$ cat src/rtl/score_display_ctrl_pkg.sv
// Shared state encodings and BCD limits for the score display controller.
package score_display_ctrl_pkg;

    typedef enum logic [1:0] {
        IDLE       = 2'd0,
        PLAY       = 2'd1,
        OVER_SCORE = 2'd2,
        OVER_HIGH  = 2'd3
    } state_t;

    localparam logic [7:0] BCD_MAX = 8'h99;

endpackage

$ cat src/rtl/score_display_ctrl_bcd2_sat_inc.sv
// Two-digit BCD incrementer that saturates at 99.
// Latency: combinational, zero cycles.
// Backpressure: none; pure function of its input.
module bcd2_sat_inc
    import score_display_ctrl_pkg::*;
(
    input  logic [7:0] val,
    output logic [7:0] inc
);

    logic [3:0] tens;
    logic [3:0] ones;

    assign tens = val[7:4];
    assign ones = val[3:0];

    always_comb begin
        inc = val;
        if (val >= BCD_MAX) begin
            inc = BCD_MAX;
        end else if (ones >= 4'd9) begin
            inc = {tens + 4'd1, 4'd0};
        end else begin
            inc = {tens, ones + 4'd1};
        end
    end

endmodule

$ cat src/rtl/score_display_ctrl.sv
// Owns the game score and high score and sequences what the scanner shows.
// Latency: display outputs follow an input pulse one clk after it is sampled.
// Backpressure: none; start/point/crash are single-cycle pulses, always accepted.
module score_display_ctrl
    import score_display_ctrl_pkg::*;
#(
    parameter int ALT_CYCLES = 50_000_000
) (
    input  logic       clk,
    input  logic       clr,
    input  logic       start,
    input  logic       point,
    input  logic       crash,
    output logic [7:0] disp_value,
    output logic       disp_blank,
    output logic       new_record,
    output logic [1:0] game_state
);

    localparam int TW = (ALT_CYCLES > 2) ? $clog2(ALT_CYCLES) : 1;
    localparam logic [TW-1:0] T_LAST = TW'(ALT_CYCLES - 1);
    localparam logic [TW-1:0] T_HALF = TW'(ALT_CYCLES / 2);

    state_t        state;
    logic [7:0]    score;
    logic [7:0]    high;
    logic [TW-1:0] timer;

    logic [7:0]    score_inc;
    logic [7:0]    score_fin;

    bcd2_sat_inc u_inc (
        .val (score),
        .inc (score_inc)
    );

    // A point landing in the crash cycle still counts toward the final score.
    assign score_fin = point ? score_inc : score;

    always_ff @(posedge clk or posedge clr) begin
        if (clr) begin
            state      <= IDLE;
            score      <= 8'h00;
            high       <= 8'h00;
            timer      <= '0;
            new_record <= 1'b0;
        end else begin
            case (state)
                IDLE: begin
                    if (start) begin
                        state      <= PLAY;
                        score      <= 8'h00;
                        timer      <= '0;
                        new_record <= 1'b0;
                    end
                end
                PLAY: begin
                    if (crash) begin
                        state <= OVER_SCORE;
                        score <= score_fin;
                        timer <= '0;
                        if (score_fin > high) begin
                            high       <= score_fin;
                            new_record <= 1'b1;
                        end else begin
                            new_record <= 1'b0;
                        end
                    end else if (point) begin
                        score <= score_inc;
                    end
                end
                OVER_SCORE, OVER_HIGH: begin
                    // A new game takes priority over the phase toggle.
                    if (start) begin
                        state      <= PLAY;
                        score      <= 8'h00;
                        timer      <= '0;
                        new_record <= 1'b0;
                    end else if (timer == T_LAST) begin
                        state <= (state == OVER_SCORE) ? OVER_HIGH : OVER_SCORE;
                        timer <= '0;
                    end else begin
                        timer <= timer + 1'b1;
                    end
                end
                default: begin
                    state <= IDLE;
                end
            endcase
        end
    end

    assign disp_value = ((state == IDLE) || (state == OVER_HIGH)) ? high : score;
    // Record flash: blank during the first half of each final-score phase.
    assign disp_blank = new_record && (state == OVER_SCORE) && (timer < T_HALF);
    assign game_state = state;

endmodule

$ cat config.mk
export PLATFORM = sky130hd
export DESIGN_NAME = score_display_ctrl
export DESIGN_NICKNAME = d
export VERILOG_FILES = /design/src/rtl/score_display_ctrl_pkg.sv /design/src/rtl/score_display_ctrl_bcd2_sat_inc.sv /design/src/rtl/score_display_ctrl.sv
export SDC_FILE = /design/constraint.sdc
export NUM_CORES = 1
export LEC_CHECK = 0
export CORE_ASPECT_RATIO = 1.75
export CORE_MARGIN = 1
export CORE_UTILIZATION = 65
export CTS_CLUSTER_SIZE = 16
export DETAILED_ROUTE_END_ITERATION = 6
export GPL_ROUTABILITY_DRIVEN = 0
export PLACE_DENSITY = 0.95
export SETUP_SLACK_MARGIN = 0.05
export SYNTH_ARGS = -nofsm -noshare
export SYNTH_HDL_FRONTEND = slang
export SYNTH_SLANG_ARGS = --single-unit
$ cat constraint.sdc
create_clock -name clk -period 6.1 [get_ports clk]
set_input_delay 1.22 -clock clk [delete_from_list [all_inputs] [get_ports clk]]
set_output_delay 1.22 -clock clk [all_outputs]
set_load 0.02 [all_outputs]
* Word level (Yosys, flattened, before mapping)
Cells that the tools add are included.
Cells by class: add/subtract/negate cells 3, magnitude comparators 4, equality and inequality tests 8, mux-type cells 21, reductions and logical operators 10
Operator list (number):
- 26-bit two-way mux | 4
- 26-bit one-hot mux with 3 select lines | 1
- 8-bit two-way mux | 5
- 26-bit by 1-bit adder with 26-bit output (second input constant) | 1
- 26-bit == test (second input constant) | 1
- 26-bit by 25-bit less-than comparator with 1-bit output (second input constant) | 1
- 8-bit one-hot mux with 2 select lines | 1
- 4-bit by 1-bit adder with 4-bit output (second input constant) | 2
- 8-bit >= comparator (second input constant) | 1
- 8-bit greater-than comparator | 1
- 2-bit two-way mux | 4
- 2-bit one-hot mux with 3 select lines | 1
- 3-bit AND reduction | 2
- 2-bit == test (second input constant) | 2
- 4-bit >= comparator (second input constant) | 1
- 1-bit two-way mux | 4
- 2-bit inequality test (second input constant) | 2
- 2-bit AND reduction | 2
- 3-bit inequality test (second input constant) | 1
- 3-bit OR reduction | 1
- 2-bit by 1-bit == test with 1-bit output (second input constant) | 1
- 1-bit logical AND | 2
- 2-bit zero test | 1
- 2-bit by 1-bit inequality test with 1-bit output (second input constant) | 1
- 3 further kinds | 3
Word-level totals: register bits 45, bits of input ports 5, output and inout port bits 12, logic and storage cells 51

* Logic depth before layout (Yosys ltp)
Gate-level depths: netlist of the first run.
depth in word-level cells 8, mapped depth 12, gate-level depth less buffers 12

* Cells and area by module
From an unflattened synthesis of the first run, not the netlist that was laid out.
Second synthesis, totals: cells, all modules 329, area, all modules 2920.3 µm²
By module, submodules not included:
- score_display_ctrl | instances 1, cells an instance 297, area an instance 2678.8 µm², seq. area each 1126.1 µm²
- bcd2_sat_inc | instances 1, cells an instance 32, area an instance 241.5 µm², seq. area each 0.0 µm²

* Least setup slack after synthesis of the first run
Ideal clock, no wire load.
kind input to register, start in point, end reg high[1], library setup time 0.125 ns, arrival time 3.042 ns, data required time 5.975 ns, slack 2.933 ns, stages 9, path buffers 1, cell sequence clkbuf_1 o21ai_0 a21o_1 ha_1 nand2_1 nor2_1 a21oi_1 a22oi_2 mux2_2
On the way: cells in the longest elaborated chain, start to end 3
Ends and longest elaborated chain:
- start, declared | RTL line score_display_ctrl.sv:12 | input logic point,
- 8-bit two-way mux
- net score_fin[5] | RTL line score_display_ctrl.sv:30 | logic [7:0] score_fin;
- 8-bit greater-than comparator | RTL line score_display_ctrl.sv:62 | if (score_fin > high) begin
- 3-bit AND reduction (no source line)
- end signal, assigned | RTL line score_display_ctrl.sv:63 | high <= score_fin;
- end, declared | RTL line score_display_ctrl.sv:26 | logic [7:0] high;
The timed path passes the listed nets, and every way through them passes these cells. A chain may end at the register's enable or synchronous reset.

* Final worst setup path of the first run
start in point, end reg high[6]
The elaborated chain is that of the path after synthesis.

==> summary.md, run 1 <==
| Metric | Value |
|---|---|
| Clock network fraction of total power | 16.6% |
| Chip Width | 53.79 µm |
| Fmax | 253.6 MHz |
| Die Footprint | 4982 µm² |
| CTS Hold Buffers Added | 0 |
| Post-synth EDFFs | 0 |
| Gate power share | 48.7% |
| Slew margin rel. | 30.21% |
| Hold Vio Cnt, Final | 0 |
| Htree depth | 2 |
| Top Ports | 17 |
| Crit path max fanout | 15 |
| Iter 0 DRT Violations | 89 |
| Unrepaired setup endpoints after global routing | false |
| First-pass GRT wire length | 11180 µm |
| Area grow syn2layout | 7.793% |
| Post-Syn Area | 3050 µm² |
| Final Cell Area | 3288 µm² |
| Post-synth top area share | 36.92% |
| Final Worst Setup Slack | 2.156 ns |
| Total power | 1.063 mW |
| Vias | 2669 |
| PwrDens | 323.4 nW/µm² |
| Placed insts | 403 |
| Slowest CP cell | clkdlybuf4s50_1 |
| Number of diodes | 0 |
| CP endpoint kind | flip-flop |
| Clock buffer count from CTS | 5 |
| Placed cell area | 3206 µm² |
| Vias in the first global route | 2634 |
| Total GRT Usage | 30.69% |
| NetSw | 0.4616 mW |
| Mapped Avg Cell Area | 8.842 µm² |
| Clk root buf | clkbuf_8 |
| Vias per cell | 6.494 |
| CP peak stage delay | 0.74 ns |
| Pre-Repair DR Iteration Count | 4 |
| Routed WL per cell | 16.70 µm |
| Reg clk slew, reported paths | 0.08 ns |
| Net switching fraction of the power | 43.40% |
| Crit path max-delay family | compound AO/OA/AOI/OAI gates |
| Layout net count | 383 |
| Final setup TNS | 0 ns |
| Worst vdd rail ir drop | 0.2289 mV |
| Hold Path Class | flip-flop to flip-flop |
| Final WL | 6864 µm |
| Cell Chain, Critical Path | clkdlybuf4s50_1, and3_1, nor3b_1, a21o_1, ha_1, a21oi_1, o21ai_0, a22oi_2, mux2_2 |
| Leakage Power | 1.424 nW |
| Final slew viol count | 0 |
| Core Region | 4444 µm² |
| Final Skew | 0.008836 ns |
| Place WS | 1.905 ns |
| Dpl hpwl | 5156 µm |
| Post-CTS Setup Inserts | 0 |
| Syn Nets | 369 |
| Largest net degree at the start of global routing | 46 |
| Row cnt | 32 |
| Ranking of synthesized cells by area | dfrtp_1 37%, ha_1 7.8%, o21ai_0 5.6% |
| Post-synth top area cell | dfrtp_1 |
| Post-CTS resize count | 0 |
| ANT nets after route | 0 |
| Tmin final | 3.944 ns |
| Status | finished clean |
| Clk Latency, worst-skew pair | 0.30 ns |
| Synth cell types | 56 |
| Top FF cell, synth | dfrtp_1 |
| Initial antenna violation count | 0 |
| Final Setup Violations | 0 |
| Worst Path Class, Setup | input pin to flip-flop |
| Sink Count | 45 |
| Synth Warn # | 0 |
| IO buf count | 16 |
| Worst Setup Start Kind | input pin |
| Max_cap viols | 0 |
| Share of cells above drive strength 1 | 7.778% |
| # DRC | 0 |
| Final Cycle Share | 64.65% |
| Post-Layout Cell Count | 411 |
| Worst Tran Pin Value | 1.044 ns |
| Seq/Total Area, Yosys | 36.92% |
| CTS tree | done |
| Die height | 92.63 µm |
| Longest Clk Path Bufs | 2 |
| Final hold slack | 0.5111 ns |
| WP data arrival | 4.13 ns |
| Gr ovfl total | 0 |
| Int Pwr | 0.6019 mW |
| Final Util | 73.99% |
| Sequential share of power | 34.7% |
| Synth async-reset ratio | 100.0% |
| Synth Instances | 345 |
| Critical Path RT | 6.29 ns |
| Initial core utilization | 68.64% |
| Critical path buffers and inverters | 1 |
| Yosys reg bits | 45 |
## per-layer routing
| layer | routed length, µm | share of wire [%] | global-route usage, % | vias to the layer above |
|---|---|---|---|---|
| met4 | 290 | 4.2 | 18.64 | 0 |
| li1 | - | - | - | 1267 |
| met5 | 0 | 0 | 0 | - |
| met2 | 3838 | 56 | 55.45 | 88 |
| met3 | 265 | 3.9 | 4.762 | 26 |
| met1 | 2469 | 36 | 30.25 | 1288 |
## power by group through the flow
| stage | Clock [mW] | Sequential [mW] | Combinational (mW) |
|---|---|---|---|
| after detailed placement | 0 | 0.374 | 0.515 |
| after global routing | 0.189 | 0.374 | 0.576 |
| final | 0.176 | 0.369 | 0.518 |
| after global placement | 0 | 0.371 | 0.499 |
| after CTS | 0.181 | 0.368 | 0.519 |
| after floorplan | 0 | 0.373 | 0.371 |
## layout by cell type, fill, tap and decap left out, types with 4 or more instances in the layout
| cell type | instances |
|---|---|
| dfrtp_1 | 45 |
| a21oi_1 | 14 |
| clkdlybuf4s50_1 | 16 |
| nor4_1 | 4 |
| ha_1 | 19 |
| inv_1 | 21 |
| clkbuf_8 | 5 |
| nor3b_1 | 4 |
| and3_1 | 5 |
| mux2_2 | 7 |
| nand2_1 | 38 |
| o21ai_0 | 34 |
| nand4_1 | 9 |
| mux2i_1 | 4 |
| nor3_1 | 8 |
| xor2_1 | 13 |
| a21o_1 | 6 |
| nand4b_1 | 4 |
| nor2_1 | 31 |
| nand3_1 | 24 |
## final cells by class
cell class,count,area (µm²)
Multi-Input combinational cell,268,1765
Clock buffer,6,72.57
Tap cell,51,63.81
Sequential cell,45,1126
Inverter,22,82.58
Fill cell,327,1156
Clock inverter,2,10.01
Timing Repair Buffer,17,167.7
## sequential cells by signal, indices dropped and copies added (netlist names)
register    flops
game_state      2
high            8
new_record      1
score           8
timer          26
## kinds of logic after synthesis
family	count (synthesis)	synth area share [%]
compound gates	74	15.38
buf+inv	32	5.209
fa+ha+maj	19	7.793
simple gates	149	26.50
xor+xnor	15	4.307
flops	45	36.92
mux	11	3.897
## synth_stat cells (2+ instances only)
cell,n
nor4_1,4
or2b_2,2
xnor2_1,2
o21ai_0,34
o31ai_1,2
buf_2,2
nand2_1,38
o41ai_1,2
nand4b_1,4
mux2i_1,4
ha_1,19
a21oi_1,14
mux2_2,7
and4_1,2
buf_1,2
nor2_1,31
and3_1,5
inv_1,22
clkbuf_1,4
nand2b_1,2
a41oi_1,2
dfrtp_1,45
nand3_1,24
xor2_1,13
nor2b_1,2
nor3_1,8
nor3b_1,4
or4_1,2
a211oi_1,2
o2bb2ai_1,2
a21o_1,6
nand4_1,9
## final timing paths
| kind | from | endpoint | slack (ns) | cells past startpoint |
|---|---|---|---|---|
| setup reg to reg | score[0] | high[6] | 2.58 | 11 |
| setup / recovery | point | high[6] | 2.16 | 9 |
| min in group asynchronous | clr | score[0] | 1.35 | 3 |
| hold / removal | high[2] | high[2] | 0.51 | 1 |
| max in group asynchronous | clr | timer[6] | 4.35 | 3 |
| hold reg to reg | high[2] | high[2] | 0.51 | 1 |
Power figures use the tool's default switching activity.
==> inputs of run 2 (changes only) <==
- CORE_UTILIZATION: 65 -> 60
- PLACE_DENSITY: 0.95 -> 0.91
- clock period: 6.1 -> 4.1 ns (I/O delays scaled with it)
==> summary.md, run 2 (synthesized netlist as in run 1, its figures left out) <==
| Metric | Value |
|---|---|
| Share of cells above drive strength 1 | 8.287% (+0.51 points) |
| Critical Path RT | 4.29 ns (-2.00 ns) |
| Vias | 2620 (-1.8%) |
| Final Worst Setup Slack | 0.6165 ns (-1.540 ns) |
| First-pass GRT wire length | 12040 µm (+7.7%) |
| Die Footprint | 5385 µm² (+8.1%) |
| NetSw | 0.6885 mW (+49%) |
| Tmin final | 3.484 ns |
| Final slew viol count | 0 (unchanged) |
| Clk Latency, worst-skew pair | 0.30 ns (about the same) |
| Pre-Repair DR Iteration Count | 4 (unchanged) |
| Core Region | 4935 µm² (+11%) |
| Leakage Power | 1.448 nW (+1.7%) |
| Number of fill cells in the layout | 399 (+22%) |
| Final hold slack | 0.5113 ns (+0.0002230 ns) |
| Final Cycle Share | 84.96% |
| Total GRT Usage | 28.58% (-2.1 points) |
| Htree depth | 2 (unchanged) |
| Int Pwr | 0.9816 mW (+63%) |
| Longest Clk Path Bufs | 2 (unchanged) |
| Final Setup Violations | 0 (unchanged) |
| Number of diodes | 0 (unchanged) |
| Final setup TNS | 0 ns (unchanged) |
| Clock buffer count from CTS | 5 (unchanged) |
| Vias in the first global route | 2694 (+2.3%) |
| Chip Width | 55.90 µm (+3.9%) |
| Placed insts | 408 (+1.2%) |
| PwrDens | 499.9 nW/µm² (+55%) |
| Final WL | 7010 µm (+2.1%) |
| Sink Count | 45 (unchanged) |
| Worst Setup Start Kind | flip-flop |
| Reg clk slew, reported paths | 0.08 ns (about the same) |
| Final Skew | 0.007382 ns (-0.001454 ns) |
| ANT nets after route | 0 (unchanged) |
| Layout net count | 385 (+0.52%) |
| Sequential share of power | 32.7% (-2.0 points) |
| Top Ports | 17 (unchanged) |
| Dpl hpwl | 5209 µm (+1.0%) |
| CTS Hold Buffers Added | 0 (unchanged) |
| # DRC | 0 (unchanged) |
| Post-CTS Setup Inserts | 0 (unchanged) |
| Most flop-heavy register | timer |
| Worst Path Class, Setup | flip-flop to flip-flop |
| Hold Path Class | flip-flop to flip-flop |
| Post-CTS resize count | 0 (unchanged) |
| Clock network fraction of total power | 20.8% (+4.2 points) |
| Row cnt | 34 (+6.3%) |
| Crit path max fanout | 8 (-7) |
| Hold Vio Cnt, Final | 0 (unchanged) |
| Initial antenna violation count | 0 (unchanged) |
| IO buf count | 16 (unchanged) |
| Largest net degree at the start of global routing | 46 (unchanged) |
| Worst vdd rail ir drop | 0.3321 mV (+45%) |
| Most common cell after layout, fill and taps aside | dfrtp_1 |
| Post-Layout Cell Count | 416 (+1.2%) |
| Clk root buf | clkbuf_8 |
| CP endpoint kind | flip-flop |
| Status | finished clean |
| Area grow syn2layout | 9.516% |
| Gate power share | 46.5% (-2.2 points) |
| Total power | 1.670 mW (+57%) |
| Unrepaired setup endpoints after global routing | false |
| WP data arrival | 3.67 ns (-0.46 ns) |
| Initial core utilization | 61.82% (-6.8 points) |
| Worst Tran Pin Value | 0.8989 ns (-0.1452 ns) |
| CTS tree | done |
| Most frequent cells in the layout | 45 x dfrtp_1, 38 x nand2_1, 34 x o21ai_0 |
| Largest register FFs | 26 (unchanged) |
| Net switching fraction of the power | 41.23% (-2.2 points) |
| Routed WL per cell | 16.85 µm (+0.90%) |
| Max_cap viols | 0 (unchanged) |
| Iter 0 DRT Violations | 194 (+120%) |
| Die height | 96.33 µm (+4.0%) |
| Place WS | 0.3571 ns (-1.548 ns) |
| Slew margin rel. | 39.44% (+9.2 points) |
| Gr ovfl total | 0 (unchanged) |
| Largest registers | timer (26), high (8), score (8) |
| Fmax | 287.1 MHz |
| Vias per cell | 6.298 (-3.0%) |
==> run 2: changes by cell type in the layout (fill, tap and decap cells not counted), sizes merged <==
cell	previous run	this run
bufinv	0	1
clkbuf	6	7
buf	1	3
clkinv	3	1
==> run 2: cell type report <==
class / instances / area (µm²) / area share [%]
flip-flops and latches: 45 / 1126 / 33.71
multi-input cells: 268 / 1765 / 52.85
repair buffers: 19 / 182.7 / 5.468
clock inverters: 1 / 30.03 / 0.8989
well taps: 54 / 67.56 / 2.022
inverters: 22 / 82.58 / 2.472
clock buffers: 7 / 86.33 / 2.584
==> run 2: layer usage <==
| layer | GRT usage [%] | part of all wire (%) |
|---|---|---|
| met1 | 29.96 | 38 |
| met2 | 55.62 | 55 |
| met3 | 3.091 | 3.1 |
| met5 | 0 | 0 |
| met4 | 14.84 | 3.8 |
==> run 2: through the flow <==
stage | utilization, % | area, µm²
global route | 67.70 | 3341
global placement | 65.34 | 3224
detailed placement | 65.34 | 3224
floorplan | - | 3050
CTS | 67.70 | 3341
finish | 67.70 | 3341
==> run 2: worst paths after layout <==
| kind | startpoint | to | slack [ns] | cells past startpoint |
|---|---|---|---|---|
| max | score[0] | high[3] | 0.62 | 12 |
| min | high[1] | high[1] | 0.51 | 1 |
| min reg2reg | high[1] | high[1] | 0.51 | 1 |
| max reg2reg | score[0] | high[3] | 0.62 | 12 |
| min in group asynchronous | clr | high[0] | 0.97 | 3 |
| max in group asynchronous | clr | timer[1] | 2.74 | 3 |
==> run 2: power groups by stage <==
stage / registers [mW] / logic [mW] / clock network [mW]
global placement: 0.552 / 0.753 / 0
detailed placement: 0.555 / 0.778 / 0
finish: 0.546 / 0.776 / 0.348
CTS: 0.547 / 0.780 / 0.354
floorplan: 0.555 / 0.552 / 0
global route: 0.557 / 0.865 / 0.369
==> run 2: worst max-delay path, cell delays in order, from the launching register on <==
cell	delay, ns
dfrtp_1	0.47
inv_1	0.12
ha_1	0.17
or3b_2	0.50
and3_1	0.25
nor3b_1	0.15
a21o_1	0.20
ha_1	0.31
nand2_1	0.08
nor2_1	0.17
a21oi_1	0.12
a22oi_2	0.44
mux2_2	0.40
==> inputs of run 3 (changes only) <==
- CORE_UTILIZATION: 60 -> 54
- PLACE_DENSITY: 0.91 -> 0.87
- clock period: 4.1 -> 3 ns (I/O delays scaled with it)
==> summary.md, run 3 (synthesized netlist as in run 1, its figures left out) <==
| Metric | Value |
|---|---|
| Status | finished with violations |
| Violated checks | setup timing |
| Hold Vio Cnt, Final | 0 (unchanged) |
| Number of diodes | 0 (unchanged) |
| Clk Latency, worst-skew pair | 0.31 ns (about the same) |
| CP endpoint kind | flip-flop |
| Dpl hpwl | 5785 µm (+11%) |
| Max_cap viols | 0 (unchanged) |
| WHS Path Cells | 1 (unchanged) |
| Iter 0 DRT Violations | 294 (+52%) |
| Htree depth | 2 (unchanged) |
| Final Util | 73.07% (+5.4 points) |
| Share of cells above drive strength 1 | 24.81% (+17 points) |
| Reg clk slew, reported paths | 0.09 ns (about the same) |
| Initial core utilization | 57.10% (-4.7 points) |
| Clk root buf | clkbuf_8 |
| Final Cycle Share | 103.4% (+18 points) |
| Largest registers | timer (26), high (8), score (8) |
| Met2 WL | 5020 µm (+30%) |
| Tmin final | 3.101 ns (-0.3827 ns) |
| Pre-Repair DR Iteration Count | 5 (+1) |
| Slew margin rel. | 51.60% (+12 points) |
| ANT nets after route | 0 (unchanged) |
| Layout net count | 426 (+11%) |
| Final Worst Setup Slack | -0.1009 ns (-0.7173 ns) |
| Die Footprint | 5965 µm² (+11%) |
| Worst vdd rail ir drop | 0.4684 mV (+41%) |
| Unrepaired setup endpoints after global routing | true |
| Worst Setup Start Kind | flip-flop |
| Fmax | 322.5 MHz (+12%) |
| Initial antenna violation count | 0 (unchanged) |
| Row cnt | 35 (+2.9%) |
| # DRC | 0 (unchanged) |
| Critical Path RT | 3.19 ns (-1.10 ns) |
| WP data arrival | 3.29 ns (-0.38 ns) |
| Largest register FFs | 26 (unchanged) |
| Most flop-heavy register | timer |
| Core Region | 5343 µm² (+8.3%) |
| Final slew viol count | 0 (unchanged) |
| Gr ovfl total | 0 (unchanged) |
| Final Skew | 0.01697 ns (+0.009589 ns) |
| Metal3 WL | 390 µm (+80%) |
| Placed insts | 455 (+12%) |
| Vias per cell | 6.279 (-0.31%) |
| Final setup TNS | -0.6564 ns (-0.6564 ns) |
| Longest Clk Path Bufs | 2 (unchanged) |
| PwrDens | 736.5 nW/µm² (+47%) |
| Final hold slack | 0.5207 ns (+0.009446 ns) |
| Hold Path Class | flip-flop to flip-flop |
| DR top layer | met4 |
| Largest net degree at the start of global routing | 33 (-28%) |
| First-pass GRT wire length | 13430 µm (+12%) |
| Leakage Power | 1.713 nW (+18%) |
| R2R setup slack | -0.10 ns (-0.72 ns) |
| Final WL | 9218 µm (+31%) |
| Routed WL per cell | 19.32 µm (+15%) |
| Die height | 101.4 µm (+5.3%) |
| Chip Width | 58.82 µm (+5.2%) |
| Area grow syn2layout | 27.97% |
| Top Ports | 17 (unchanged) |
| Clock buffer count from CTS | 5 (unchanged) |
| Crit path max fanout | 4 (-4) |
| Final Setup Violations | 7 (+7) |
| Post-Layout Cell Count | 477 (+15%) |
| Most frequent cells in the layout | 44 x dfrtp_1, 41 x buf_4, 34 x nand2_1 |
| IO buf count | 16 (unchanged) |
| Worst Tran Pin Value | 0.7194 ns (-0.1795 ns) |
| Total GRT Usage | 29.82% (+1.2 points) |
| Reg2Reg Depth | 13 (+1) |
| Sink Count | 45 (unchanged) |
| Vias in the first global route | 3007 (+12%) |
| CTS tree | done |
| Most common cell after layout, fill and taps aside | dfrtp_1 |
| M1 WL | 3329 µm (+25%) |
| Worst Path Class, Setup | flip-flop to flip-flop |
| Vias | 2995 (+14%) |
-- run 3: final cells by class --
cell class                 instances  area, µm²
clock inverter                     1      30.03
tap                               74      92.59
inverter                          22      82.58
clock buffer                       7      86.33
timing repair buffer              60      503.0
sequential                        45       1127
multi-input combinational        268       1982
fill                             351       1439
-- run 3: path summary, 6_finish.rpt --
check	from	endpoint
worst min register to register	high[5]	high[5]
worst max register to register	score[0]	high[5]
worst min-delay path	high[5]	high[5]
worst max-delay path	score[0]	high[5]
min in group asynchronous	clr	score[1]
max in group asynchronous	clr	timer[23]
-- run 3: critical path, cell delays in order, from the launching register on --
cell and delay (ns):
dfrtp_2 0.43, inv_2 0.07, ha_4 0.16, nor3b_2 0.16
buf_4 0.14, nor4b_1 0.31, a21oi_1 0.13, o221ai_1 0.30
ha_1 0.30, nand2_2 0.15, o21ai_1 0.14, a22oi_2 0.23
buf_6 0.17, mux2_4 0.30
-- run 3: metal layers --
layer  vias up  track usage, %
met3        54           6.130
met2       133           55.42
met5         -               0
met1      1456           28.82
met4         0           18.50
li1       1352               -
-- run 3: timing repair --
item                                   in CTS  in global routing
setup buffers                              12                  3
endpoints found under the hold margin       0                  0
hold buffers                                0                  0
cloned                                      0                  0
resized for setup                          25                 21
setup endpoints to repair                   9                 17
pin swaps                                   4                 15
-- run 3: power by group --
group	internal [mW]	switching [mW]	leakage, nW
combinational	0.718	0.940	1.04
sequential	0.673	0.0665	0.616
clock	0.272	0.206	0.0585
total	1.66	1.21	1.71
-- run 3: through the flow --
stage / total power [mW] / instance area, µm² / worst slack [ns]
after CTS: 2.684 / 3785 / 0.06420
after detailed placement: 2.019 / 3488 / -0.2090
after floorplan: 1.547 / 3087 / -0.01093
after global routing: 3.026 / 3904 / -0.2552
final: 2.875 / 3904 / -0.1009
after global placement: 1.967 / 3488 / -0.1473
